**src/rtl/kid_motion.sv**
```systemverilog
// kid_motion: per-frame movement engine for the kid sprite.
// Each frame_tick starts one motion pass that walks the sprite one pixel per
// clock so the downstream collision detector sees every intermediate position,
// and stops horizontal or vertical motion as soon as a blocked edge is flagged.
module kid_motion #(
  parameter int KID_W    = 11,
  parameter int KID_H    = 21,
  parameter int START_X  = 40,
  parameter int START_Y  = 396,
  parameter int WALK_SPD = 3,
  parameter int JUMP_V   = 8,
  parameter int JUMP2_V  = 7,
  parameter int GRAVITY  = 1,
  parameter int MAX_FALL = 9
) (
  input  logic       clk,
  input  logic       rst_n,
  input  logic       frame_tick,
  input  logic       btn_left,
  input  logic       btn_right,
  input  logic       btn_jump,
  input  logic [3:0] is_collide,
  output logic [9:0] kid_t,
  output logic [9:0] kid_b,
  output logic [9:0] kid_l,
  output logic [9:0] kid_r,
  output logic       kid_dir,
  output logic       on_ground,
  output logic       busy
);

  localparam logic [2:0] S_IDLE  = 3'd0;
  localparam logic [2:0] S_CALC  = 3'd1;
  localparam logic [2:0] S_HMOVE = 3'd2;
  localparam logic [2:0] S_VMOVE = 3'd3;
  localparam logic [2:0] S_DONE  = 3'd4;

  localparam logic [9:0]        X_RESET  = 10'(START_X);
  localparam logic [9:0]        Y_RESET  = 10'(START_Y);
  localparam logic [9:0]        X_MAX    = 10'(799 - KID_W);
  localparam logic [9:0]        W_OFS    = 10'(KID_W);
  localparam logic [9:0]        H_OFS    = 10'(KID_H);
  localparam logic [3:0]        H_STEPS  = 4'(WALK_SPD);
  localparam logic signed [5:0] VY_JUMP1 = 6'(-JUMP_V);
  localparam logic signed [5:0] VY_JUMP2 = 6'(-JUMP2_V);
  localparam logic signed [5:0] VY_MAXF  = 6'(MAX_FALL);
  localparam logic signed [6:0] VY_MAXF7 = 7'(MAX_FALL);
  localparam logic [6:0]        VY_GRAV7 = 7'(GRAVITY);

  // Architectural state
  logic [2:0]        r_state;
  logic [9:0]        r_x;
  logic [9:0]        r_y;
  logic signed [5:0] r_vy;
  logic              r_jumps_left;
  logic              r_on_ground;
  logic              r_dir;
  logic              r_jump_prev;
  logic              r_jump_req;

  // Per-pass working registers
  logic              r_btn_l;
  logic              r_btn_r;
  logic              r_hright;
  logic [3:0]        r_hcnt;
  logic [5:0]        r_vcnt;

  // CALC results
  logic              w_hdir_r;
  logic              w_hdir_l;
  logic signed [6:0] w_vy_grav;
  logic signed [5:0] w_vy_fall;
  logic signed [5:0] w_vy_new;
  logic              w_jl_new;
  logic [5:0]        w_vcnt_new;

  // Move-phase conditions
  logic              w_hblock;
  logic              w_hlimit;
  logic              w_vy_up;
  logic              w_vy_down;
  logic              w_vstop;

  // Compute the new velocity, jump bookkeeping and step counts for CALC
  always_comb begin
    w_hdir_r   = r_btn_r & ~r_btn_l;
    w_hdir_l   = r_btn_l & ~r_btn_r;
    w_vy_grav  = {r_vy[5], r_vy} + VY_GRAV7;
    w_vy_fall  = (w_vy_grav > VY_MAXF7) ? VY_MAXF : w_vy_grav[5:0];
    w_vy_new   = '0;
    w_jl_new   = r_jumps_left;
    if (r_jump_req && r_on_ground) begin
      w_vy_new = VY_JUMP1;
      w_jl_new = 1'b1;
    end else if (r_jump_req && r_jumps_left) begin
      w_vy_new = VY_JUMP2;
      w_jl_new = 1'b0;
    end else if (!r_on_ground) begin
      w_vy_new = w_vy_fall;
    end
    w_vcnt_new = w_vy_new[5] ? 6'(-w_vy_new) : 6'(w_vy_new);
  end

  // Decode blocking and screen-limit conditions for the current move step
  always_comb begin
    w_hblock  = r_hright ? is_collide[0] : is_collide[1];
    w_hlimit  = r_hright ? (r_x >= X_MAX) : (r_x == '0);
    w_vy_up   = r_vy[5];
    w_vy_down = !r_vy[5] && (r_vy != '0);
    w_vstop   = (w_vy_up && (is_collide[3] || (r_y == '0))) ||
                (w_vy_down && is_collide[2]);
  end

  // Jump button edge detect; a pending request survives until CALC consumes it
  always_ff @(posedge clk or negedge rst_n) begin
    if (!rst_n) begin
      r_jump_prev <= 1'b0;
      r_jump_req  <= 1'b0;
    end else begin
      r_jump_prev <= btn_jump;
      if (btn_jump && !r_jump_prev) begin
        r_jump_req <= 1'b1;
      end else if (r_state == S_CALC) begin
        r_jump_req <= 1'b0;
      end
    end
  end

  // Motion pass FSM and position/velocity datapath
  always_ff @(posedge clk or negedge rst_n) begin
    if (!rst_n) begin
      r_state      <= S_IDLE;
      r_x          <= X_RESET;
      r_y          <= Y_RESET;
      r_vy         <= '0;
      r_jumps_left <= 1'b0;
      r_on_ground  <= 1'b0;
      r_dir        <= 1'b1;
      r_btn_l      <= 1'b0;
      r_btn_r      <= 1'b0;
      r_hright     <= 1'b1;
      r_hcnt       <= '0;
      r_vcnt       <= '0;
    end else begin
      case (r_state)
        S_IDLE: begin
          if (frame_tick) begin
            r_btn_l <= btn_left;
            r_btn_r <= btn_right;
            r_state <= S_CALC;
          end
        end

        S_CALC: begin
          if (w_hdir_r || w_hdir_l) begin
            r_dir    <= w_hdir_r;
            r_hright <= w_hdir_r;
            r_hcnt   <= H_STEPS;
          end else begin
            r_hcnt   <= '0;
          end
          r_vy         <= w_vy_new;
          r_jumps_left <= w_jl_new;
          r_vcnt       <= w_vcnt_new;
          r_state      <= S_HMOVE;
        end

        S_HMOVE: begin
          if ((r_hcnt == '0) || w_hblock || w_hlimit) begin
            r_state <= S_VMOVE;
          end else begin
            r_x    <= r_hright ? (r_x + 10'd1) : (r_x - 10'd1);
            r_hcnt <= r_hcnt - 4'd1;
          end
        end

        S_VMOVE: begin
          if (w_vstop) begin
            r_vy    <= '0;
            r_state <= S_DONE;
          end else if (r_vcnt == '0) begin
            r_state <= S_DONE;
          end else begin
            r_y    <= w_vy_up ? (r_y - 10'd1) : (r_y + 10'd1);
            r_vcnt <= r_vcnt - 6'd1;
          end
        end

        S_DONE: begin
          // Walking off a ledge leaves jumps_left alone: one air jump remains.
          r_on_ground <= is_collide[2];
          if (is_collide[2]) begin
            r_jumps_left <= 1'b1;
          end
          r_state <= S_IDLE;
        end

        default: begin
          r_state <= S_IDLE;
        end
      endcase
    end
  end

  // Sprite bounds and status outputs
  always_comb begin
    kid_t     = r_y;
    kid_b     = r_y + H_OFS;
    kid_l     = r_x;
    kid_r     = r_x + W_OFS;
    kid_dir   = r_dir;
    on_ground = r_on_ground;
    busy      = (r_state != S_IDLE);
  end

endmodule

```
**config.mk**
```make
export PLATFORM = sky130hd
export DESIGN_NAME = kid_motion
export DESIGN_NICKNAME = d
export VERILOG_FILES = /design/src/rtl/kid_motion.sv
export SDC_FILE = /design/constraint.sdc
export NUM_CORES = 1
export LEC_CHECK = 0
export BUFFER_PORTS_ARGS = -buffer_cell sky130_fd_sc_hd__buf_2
export CAP_MARGIN = 25
export CORE_UTILIZATION = 30
export DETAILED_ROUTE_END_ITERATION = 8
export HOLD_SLACK_MARGIN = 0.15
export PLACE_DENSITY = 0.45
export SYNTH_ARGS = -nofsm -noshare
export SYNTH_HDL_FRONTEND = slang
export SYNTH_SLANG_ARGS = --single-unit
```
**constraint.sdc**
```tcl
create_clock -name clk -period 7 [get_ports clk]
set_clock_uncertainty 0.1 [all_clocks]
set_input_delay 2.1 -clock clk [delete_from_list [all_inputs] [get_ports clk]]
set_output_delay 2.1 -clock clk [all_outputs]
set_load 0.05 [all_outputs]
```
=== Word level (Yosys, flattened, before mapping) ===
Index checks and enable logic that the tools add are counted.

* Add/subtract/negate cells: 10
* $lt $le $gt $ge: 2
* Equal/unequal tests: 13
* Muxes and demuxes: 28
* Bitwise operators: 7
* Reductions and logical operators: 33

{| class="wikitable"
|+ Operators with widths
! operator !! number
|-
| 6-bit two-way mux || 8
|-
| 6-bit one-hot mux with 2 select lines || 2
|-
| 10-bit by 1-bit adder with 10-bit output (second input constant) || 2
|-
| 10-bit logical NOT || 2
|-
| 10-bit two-way mux || 2
|-
| 10-bit by 1-bit subtractor with 10-bit output (second input constant) || 2
|-
| 2-bit != test (second input constant) || 7
|-
| 3-bit two-way mux || 4
|-
| 3-bit one-hot mux with 4 select lines || 1
|-
| 3-bit AND reduction || 4
|-
| 10-bit by 4-bit adder with 10-bit output (second input constant) || 1
|-
| 10-bit by 5-bit adder with 10-bit output (second input constant) || 1
|-
| 10-bit >= comparator (second input constant) || 1
|-
| 2-bit AND reduction || 5
|-
| 4-bit one-hot mux with 2 select lines || 1
|-
| 2-bit nonzero test || 4
|-
| 6-bit by 2-bit adder with 7-bit output (second input constant) || 1
|-
| 7-bit by 5-bit greater-than comparator with 1-bit output (second input constant) || 1
|-
| 1-bit two-way mux || 7
|-
| 3-bit by 2-bit == test with 1-bit output (second input constant) || 2
|-
| 1-bit logical AND || 6
|-
| 6-bit logical NOT || 1
|-
| 3-bit != test (second input constant) || 2
|-
| 6-bit negation || 1
|-
| 15 further kinds || 25
|}

* Register bits after elaboration: 46
* Input bits: 10
* Output and inout bits: 43
* Logic and storage cells: 106

=== Depth between registers and ports, before layout ===
Gate-level depths: netlist of the first run.

* Depth after elaboration: 9
* Depth in mapped cells: 12
* Gate-level depth less buffers: 11

=== Least setup slack after synthesis of the first run ===
No wires, ideal clock.

* Path type: reg-to-output
* From: register r_x[0], in the netlist kid_l[0]
* To: output kid_r[6]
* Data arrival time: 2607 ps
* Required time: 4800 ps
* Slack: 2193 ps
* Cell stages (with the launch flop): 6
* Path buffers: 0
* Path through: dfrtp_1 > inv_1 > ha_1 > nor2b_1 > o211ai_1 > xnor2_1

* Cells in the longest elaborated chain, start to end: 1

{| class="wikitable"
|+ Ends and longest elaborated chain
! element !! RTL line !! text
|-
| from (decl) || 52 || <nowiki>logic [9:0] r_x;</nowiki>
|-
| from (signal assigned) || 172 || <nowiki>r_x <= r_hright ? (r_x + 10'd1) : (r_x - 10'd1);</nowiki>
|-
| 10-bit by 4-bit adder with 10-bit output || 210 || <nowiki>kid_r = r_x + W_OFS;</nowiki>
|-
| to (decl) || 26 || <nowiki>output logic [9:0] kid_r,</nowiki>
|}

Every way passes these cells.

=== Worst setup path after layout of the first run ===
* From: register r_y[2], in the netlist kid_t[2]
* To: output kid_b[9]

* Cells in the longest elaborated chain, start to end: 1

{| class="wikitable"
|+ Ends and longest elaborated chain
! element !! RTL line !! text
|-
| from (decl) || 53 || <nowiki>logic [9:0] r_y;</nowiki>
|-
| from (signal assigned) || 184 || <nowiki>r_y <= w_vy_up ? (r_y - 10'd1) : (r_y + 10'd1);</nowiki>
|-
| 10-bit by 5-bit adder with 10-bit output || 208 || <nowiki>kid_b = r_y + H_OFS;</nowiki>
|-
| to (decl) || 24 || <nowiki>output logic [9:0] kid_b,</nowiki>
|}

Every way passes these cells.

==> tab_implementation.tex, run 1 <==
\begin{tabular}{lr}
\hline
Metric & Value \\
\hline
\multicolumn{2}{l}{\textbf{STA}} \\
Total count of max-transition violations in the final report & 0 \\
Hold slack final & between 0.3 and 0.4 ns \\
RSZ-0062 raised after global routing & no \\
Slew at the pin closest to its max-slew limit & just under 0.9 ns \\
Final hold violations & 0 \\
Final critical path time including I/O delays and setup & about 4.1 ns \\
Accumulated negative setup slack & 0 ns \\
Final worst path period share & between 50\% and 60\% \\
Count of endpoints failing setup in the final report & 0 \\
Peak Freq & approximately 240 MHz \\
Slew Limit Headroom & 40.6\% \\
\multicolumn{2}{l}{\textbf{Setup path}} \\
Cell mode on critical path & sky130\_fd\_sc\_hd\_\_nor2\_1 \\
Startpoint Class & register \\
Ordered list of cells on the worst path & a21oi\_1, nor2b\_1, nor2\_1, nor2\_1, and3\_1, xor2\_1, buf\_2 \\
Cell family with the largest share of critical-path delay & flip-flops \\
Type of the worst setup path & reg2out \\
Arrival time of the worst setup path & between 1.5 and 2 ns \\
Category of the worst setup path capture point & output port \\
Biggest fanout along the worst timing path & 7 \\
Worst path buffer plus inverter count & 1 \\
Max incr delay on CP & 0.60 ns \\
Critical-path cell with the highest stage delay & sky130\_fd\_sc\_hd\_\_dfstp\_2 \\
Data required, critical path & about 4.8 ns \\
\multicolumn{2}{l}{\textbf{Logic synthesis}} \\
Register bit count reported by yosys & 46 \\
Synth unique cells & 67 \\
Top FF cell, synth & sky130\_fd\_sc\_hd\_\_dfrtp\_1 \\
Cell types with the largest area share after synthesis & sky130\_fd\_sc\_hd\_\_dfrtp\_1, sky130\_fd\_sc\_hd\_\_ha\_1, sky130\_fd\_sc\_hd\_\_xnor2\_1 \\
Cells after Synth & slightly above 400 \\
Number of synthesized flops with an enable pin & 0 \\
Proportion of synthesized chip area in sequential cells & between 30\% and 40\% \\
Cell Area, Synth & about 0.0036 mm² \\
Area share of the leading cell type in the synthesized netlist & roughly 27\% \\
Net Count, Synth & between 400 and 500 \\
Per-instance average area after synthesis & just under 9 µm² \\
Synth area leader & sky130\_fd\_sc\_hd\_\_dfrtp\_1 \\
Synth warn & 0 \\
Async set-reset flop share out of synthesis & between 90\% and 100\% \\
\multicolumn{2}{l}{\textbf{Detailed routing}} \\
Post-route DRC violation count & 7 \\
Via count normalized by instance count & 5.19 \\
DRT iter0 DRCs & just under 200 \\
Routed Wire Length & slightly below 9 mm \\
DR pass1 iterations & 8 \\
Count of nets left with antenna violations after detail routing & 0 \\
Avg WL per Cell & between 10 and 15 µm \\
Total vias in the final route & around 3100 \\
\multicolumn{2}{l}{\textbf{Floorplanning}} \\
Placeable core region & 0.0116 mm² \\
Area of the die & between 0.01 and 0.015 mm² \\
Effective utilization at floorplan & a little under a third \\
Y dimension of the die & $\sim$110 µm \\
Placement row count & 39 \\
Die X & 111 µm \\
Boundary pin count & 53 \\
\multicolumn{2}{l}{\textbf{CTS}} \\
Maximum number of buffers from clock root to sink & 2 \\
Post-cts repair resize count & 0 \\
Clock transition at the registers of the reported paths & roughly 0.060 ns \\
Clock H-tree levels & 2 \\
Hold buffer count at CTS & 0 \\
Cell chosen for the clock root & sky130\_fd\_sc\_hd\_\_clkbuf\_16 \\
Number of CTS-inserted buffers & 5 \\
Number of setup buffers added after CTS & 0 \\
Clock latency at the later pin of the worst-skew pair & 0.29 ns \\
Clock tree sinks & 46 \\
TritonCTS clock tree & done \\
\multicolumn{2}{l}{\textbf{Finish}} \\
Syn-to-layout area delta & 14.2\% \\
Antenna diode instance count & 0 \\
Final net count & approximately 490 \\
Leading cell type in the layout, fill and taps excluded & sky130\_fd\_sc\_hd\_\_buf\_2 \\
Ratio of cells with drive above 1 in the final layout & 18.5\% \\
Commonest cells after routing, fill and taps aside & sky130\_fd\_sc\_hd\_\_buf\_2, sky130\_fd\_sc\_hd\_\_nand2\_1, sky130\_fd\_sc\_hd\_\_dfrtp\_1 \\
\multicolumn{2}{l}{\textbf{Outcome}} \\
Status & complete, but fails checks \\
Violations in the final reports & DRC \\
\multicolumn{2}{l}{\textbf{Global route}} \\
Vias in the first global route & approximately 2900 \\
Gr usage total & around 15\% \\
Number of antenna violations at the first check in global routing & 0 \\
Largest net degree at the start of global routing & 47 \\
Global route total overflow & 0 \\
Global-route wire length before repair & approximately 15 mm \\
\multicolumn{2}{l}{\textbf{Placement}} \\
GPL Wtd Cong & $\sim$0.8 \\
Port-buffer cells & 52 \\
DPL Wire Length & around 6.4 mm \\
\multicolumn{2}{l}{\textbf{Flow run}} \\
Maximum Capacitance Violations & 0 \\
\multicolumn{2}{l}{\textbf{Worst hold path}} \\
Hold crit path type & reg2reg \\
\hline
\end{tabular}
## per-layer routing
metal / vias to the layer above / part of all wire [%] / global-route usage [%]
li1: 1562 / - / -
met2: 71 / 45 / 23.8
met1: 1462 / 50 / 21.0
met5: - / 0 / 0
met3: 6 / 3.7 / 2.23
met4: 0 / 1.2 / 4.59
## Yosys cell counts (all sizes together) (5+ instances only)
library cell / number
dfrtp: 39
inv: 19
ha: 27
buf: 9
nor3: 7
nor2: 35
o31ai: 5
clkbuf: 7
a31oi: 5
nand3: 15
o21a: 6
nand2: 44
xnor2: 22
nand2b: 6
a21o: 7
xor2: 14
dfstp: 7
o21ai: 36
a211oi: 8
a21oi: 20
o211ai: 6
## area by class of cell
| type | count | area, µm² |
|---|---|---|
| flip-flops and latches | 46 | 1160 |
| fillers | 1218 | 7460 |
| repair buffers | 53 | 268 |
| inverters | 20 | 75.1 |
| clock buffers | 8 | 166 |
| well taps | 143 | 179 |
| multi-input cells | 327 | 2260 |
## final timing paths
check / cells after the start / from / end / slack (ns)
worst max register to register: 9 / r_vy[5] / r_vcnt[4] / 3.83
worst max-delay path: 7 / kid_t[2] / kid_b[9] / 2.89
max in group asynchronous: 2 / rst_n / r_vcnt[3] / 4.54
worst min register to register: 1 / r_jump_prev / r_jump_req / 0.32
min in group asynchronous: 2 / rst_n / kid_l[6] / 1.81
worst min-delay path: 1 / r_jump_prev / r_jump_req / 0.32
## sequential cells by signal, summed over array words and instances (netlist names)
| name | flops |
|---|---|
| r_hcnt | 4 |
| on_ground | 1 |
| r_jump_req | 1 |
| r_btn_l | 1 |
| kid_t | 10 |
| r_state | 3 |
| kid_l | 10 |
| r_jumps_left | 1 |
| r_hright | 1 |
| r_vcnt | 6 |
| r_jump_prev | 1 |
| r_btn_r | 1 |
| r_vy | 6 |
## cells by family after synthesis
logic type                 after synthesis  synth area share, %
adders and majority gates               29                 10.5
xor gates and xnor gates                36                 8.77
and+or+nand+nor                        134                 18.8
muxes                                    7                 2.19
buffers and inverters                   36                 4.94
AOI/OAI and AO/OA                      121                 22.6
DFF                                     46                 32.3
## through the flow
stage                     setup WS (ns)  cell area (µm²)  util (%)  cells
after global routing               2.71             4110      35.5    597
after floorplan                    2.19             3590         -    409
after detailed placement           3.03             3940      34.1    589
final                              2.89             4110      35.5    597
after global placement             3.09             3940      34.1    589
after CTS                          2.84             4110      35.5    597
## worst reg2reg max path: stages (launching register included)
cell                       delay [ns]
sky130_fd_sc_hd__dfrtp_1         0.82
sky130_fd_sc_hd__clkinv_1        0.51
sky130_fd_sc_hd__mux2_4          0.41
sky130_fd_sc_hd__a21oi_2         0.21
sky130_fd_sc_hd__nand3_1         0.18
sky130_fd_sc_hd__ha_1            0.25
sky130_fd_sc_hd__inv_1           0.05
sky130_fd_sc_hd__nor2_1          0.05
sky130_fd_sc_hd__a2111o_1        0.41
sky130_fd_sc_hd__o211ai_1        0.10
Power of run 1 is not shown: default switching activity piles up to over one toggle a cycle in this logic, so the estimate is an artifact.
==> run 2, diff against run 1 <==
Settings changed: PLACE_DENSITY 0.45 to 0.47.
Clock period 7 ns to 3.65 ns, I/O delays scaled along.
==> run 2 against run 1 <==
Effect of this change: non-clock buffer count increased by 1; sequential share of layout area decreased by 0.077 points; critical endpoint unchanged; die area unchanged; register-to-register slack got worse by 3.0 ns; routed wire length decreased by 2.2%; the run still ends with DRC left; via count decreased by 1.8%; largest cell class unchanged; first-iteration DRC count decreased by 30%.
==> tab_implementation.tex, run 2 (synthesis results as in run 1) <==
\begin{tabular}{lr}
\hline
Metric & Value \\
\hline
\multicolumn{2}{l}{\textbf{Setup path}} \\
Worst reg-to-reg setup slack & 0.80 ns (was 3.83 ns) \\
Category of the worst setup path capture point & output port (unchanged) \\
Type of the worst setup path & reg2out (unchanged) \\
Cell mode on critical path & sky130\_fd\_sc\_hd\_\_nor2\_1 (unchanged) \\
Arrival time of the worst setup path & 1.97 ns (was 1.91 ns) \\
Ordered list of cells on the worst path & a21oi\_1, nor2b\_1, nor2\_1, nor2\_1, and3\_1, xor2\_1, buf\_2 (unchanged) \\
Startpoint Class & register (unchanged) \\
Max incr delay on CP & 0.59 ns (was 0.60 ns) \\
Biggest fanout along the worst timing path & 7 (unchanged) \\
Critical-path cell with the highest stage delay & sky130\_fd\_sc\_hd\_\_dfstp\_2 (unchanged) \\
Worst path buffer plus inverter count & 1 (unchanged) \\
Data required, critical path & 2.45 ns (was 4.80 ns) \\
Cell family with the largest share of critical-path delay & flip-flops (unchanged) \\
\multicolumn{2}{l}{\textbf{CTS}} \\
Clock transition at the registers of the reported paths & 0.07 ns (was 0.06 ns) \\
Cell chosen for the clock root & sky130\_fd\_sc\_hd\_\_clkbuf\_16 (unchanged) \\
Number of CTS-inserted buffers & 5 (unchanged) \\
Clock H-tree levels & 2 (unchanged) \\
Maximum number of buffers from clock root to sink & 2 (unchanged) \\
Clock latency at the later pin of the worst-skew pair & 0.29 ns (about the same) \\
Hold buffer count at CTS & 0 (unchanged) \\
TritonCTS clock tree & done (unchanged) \\
Clock tree sinks & 46 (unchanged) \\
Number of setup buffers added after CTS & 0 (unchanged) \\
Post-cts repair resize count & 0 (unchanged) \\
\multicolumn{2}{l}{\textbf{STA}} \\
Accumulated negative setup slack & 0 ns (unchanged) \\
Slew Limit Headroom & 49.2\% (was 40.6\%) \\
Final critical path time including I/O delays and setup & 3.17 ns \\
Peak Freq & about 320 MHz \\
Slew at the pin closest to its max-slew limit & 0.759 ns (was 0.887 ns) \\
RSZ-0062 raised after global routing & no (unchanged) \\
Hold slack final & 0.315 ns (was 0.321 ns) \\
Count of endpoints failing setup in the final report & 0 (unchanged) \\
Final hold violations & 0 (unchanged) \\
Final worst path period share & between 80 and 90\% \\
Total count of max-transition violations in the final report & 0 (unchanged) \\
\multicolumn{2}{l}{\textbf{Placement}} \\
GPL Wtd Cong & 0.854 (was 0.791) \\
Placed standard-cell area & 0.00397 mm² (was 0.00394 mm²) \\
Port-buffer cells & 52 (unchanged) \\
DPL Wire Length & 6.41 mm (was 6.39 mm) \\
\multicolumn{2}{l}{\textbf{Global route}} \\
Vias in the first global route & 2915 (was 2876) \\
Global-route wire length before repair & 14.6 mm (was 15.0 mm) \\
Global route total overflow & 0 (unchanged) \\
Gr usage total & 14.6\% (was 15.0\%) \\
Number of antenna violations at the first check in global routing & 0 (unchanged) \\
Largest net degree at the start of global routing & 28 (was 47) \\
\multicolumn{2}{l}{\textbf{Detailed routing}} \\
Avg WL per Cell & 14.5 µm (was 14.8 µm) \\
Count of nets left with antenna violations after detail routing & 0 (unchanged) \\
Post-route DRC violation count & 13 (was 7) \\
Total vias in the final route & 3045 (was 3101) \\
DRT iter0 DRCs & 137 (was 195) \\
Routed Wire Length & 8.64 mm (was 8.83 mm) \\
Via count normalized by instance count & 5.09 (was 5.19) \\
DR pass1 iterations & 6 (was 8) \\
\multicolumn{2}{l}{\textbf{Floorplanning}} \\
Area of the die & 0.0124 mm² (unchanged) \\
Boundary pin count & 53 (unchanged) \\
Die X & 111 µm (unchanged) \\
Effective utilization at floorplan & 31.1\% (unchanged) \\
Y dimension of the die & 111 µm (unchanged) \\
Placeable core region & 0.0116 mm² (unchanged) \\
Placement row count & 39 (unchanged) \\
\multicolumn{2}{l}{\textbf{Worst hold path}} \\
Hold crit path type & reg2reg (unchanged) \\
\multicolumn{2}{l}{\textbf{Finish}} \\
Antenna diode instance count & 0 (unchanged) \\
Layout Utilization & 35.6\% (was 35.5\%) \\
Leading cell type in the layout, fill and taps excluded & sky130\_fd\_sc\_hd\_\_buf\_2 (unchanged) \\
Commonest cells after routing, fill and taps aside & sky130\_fd\_sc\_hd\_\_buf\_2, sky130\_fd\_sc\_hd\_\_nand2\_1, sky130\_fd\_sc\_hd\_\_dfrtp\_1 (unchanged) \\
Final net count & 493 (was 492) \\
Ratio of cells with drive above 1 in the final layout & 19.1\% (was 18.5\%) \\
Post-Layout Inst Area & 0.00412 mm² (was 0.00411 mm²) \\
Syn-to-layout area delta & 14.5\% (was 14.2\%) \\
\multicolumn{2}{l}{\textbf{Outcome}} \\
Status & complete, but fails checks (unchanged) \\
Violations in the final reports & DRC (unchanged) \\
\multicolumn{2}{l}{\textbf{Flow run}} \\
Maximum Capacitance Violations & 0 (unchanged) \\
\hline
\end{tabular}
==> run 2: cell count changes in the layout (fill, tap and decap cells not counted) <==
cell,delta
sky130_fd_sc_hd__xnor2_1,-3
sky130_fd_sc_hd__xnor2_2,+3
sky130_fd_sc_hd__clkbuf_8,-2
sky130_fd_sc_hd__buf_4,+1
sky130_fd_sc_hd__clkbuf_1,+1
sky130_fd_sc_hd__clkinv_2,+1
==> run 2: layer usage <==
metal  vias to the layer above  share of wire [%]  GRT usage [%]
met1                      1413                 49           20.1
met5                         -                  0              0
met4                         0                1.2           4.41
li1                       1564                  -              -
met2                        62                 45           23.6
met3                         6                3.9           2.34
==> run 2: final timing paths <==
check                       startpoint          to  cells past startpoint
max                           kid_t[2]    kid_b[9]                      7
min                        r_jump_prev  r_jump_req                      1
max reg2reg                   kid_t[0]   r_vcnt[5]                      8
min reg2reg                r_jump_prev  r_jump_req                      1
max in group asynchronous        rst_n    kid_t[8]                      2
min in group asynchronous        rst_n    kid_t[4]                      1
==> run 2: final cells by class <==
cell class / instances / area [µm²]
clock buffer: 7 / 143
clock inverter: 1 / 5.00
fill: 1179 / 7450
inverter: 20 / 75.1
multi-input combinational: 327 / 2280
sequential: 46 / 1160
tap: 143 / 179
timing repair buffer: 54 / 275
==> run 2: through the flow <==
step | instances | setup WS, ns
finish | 598 | 0.484
global route | 598 | 0.307
CTS | 598 | 0.449
detailed placement | 590 | 0.646
global placement | 590 | 0.731
floorplan | 409 | 0.136
Power of run 2 is left out for the same reason.
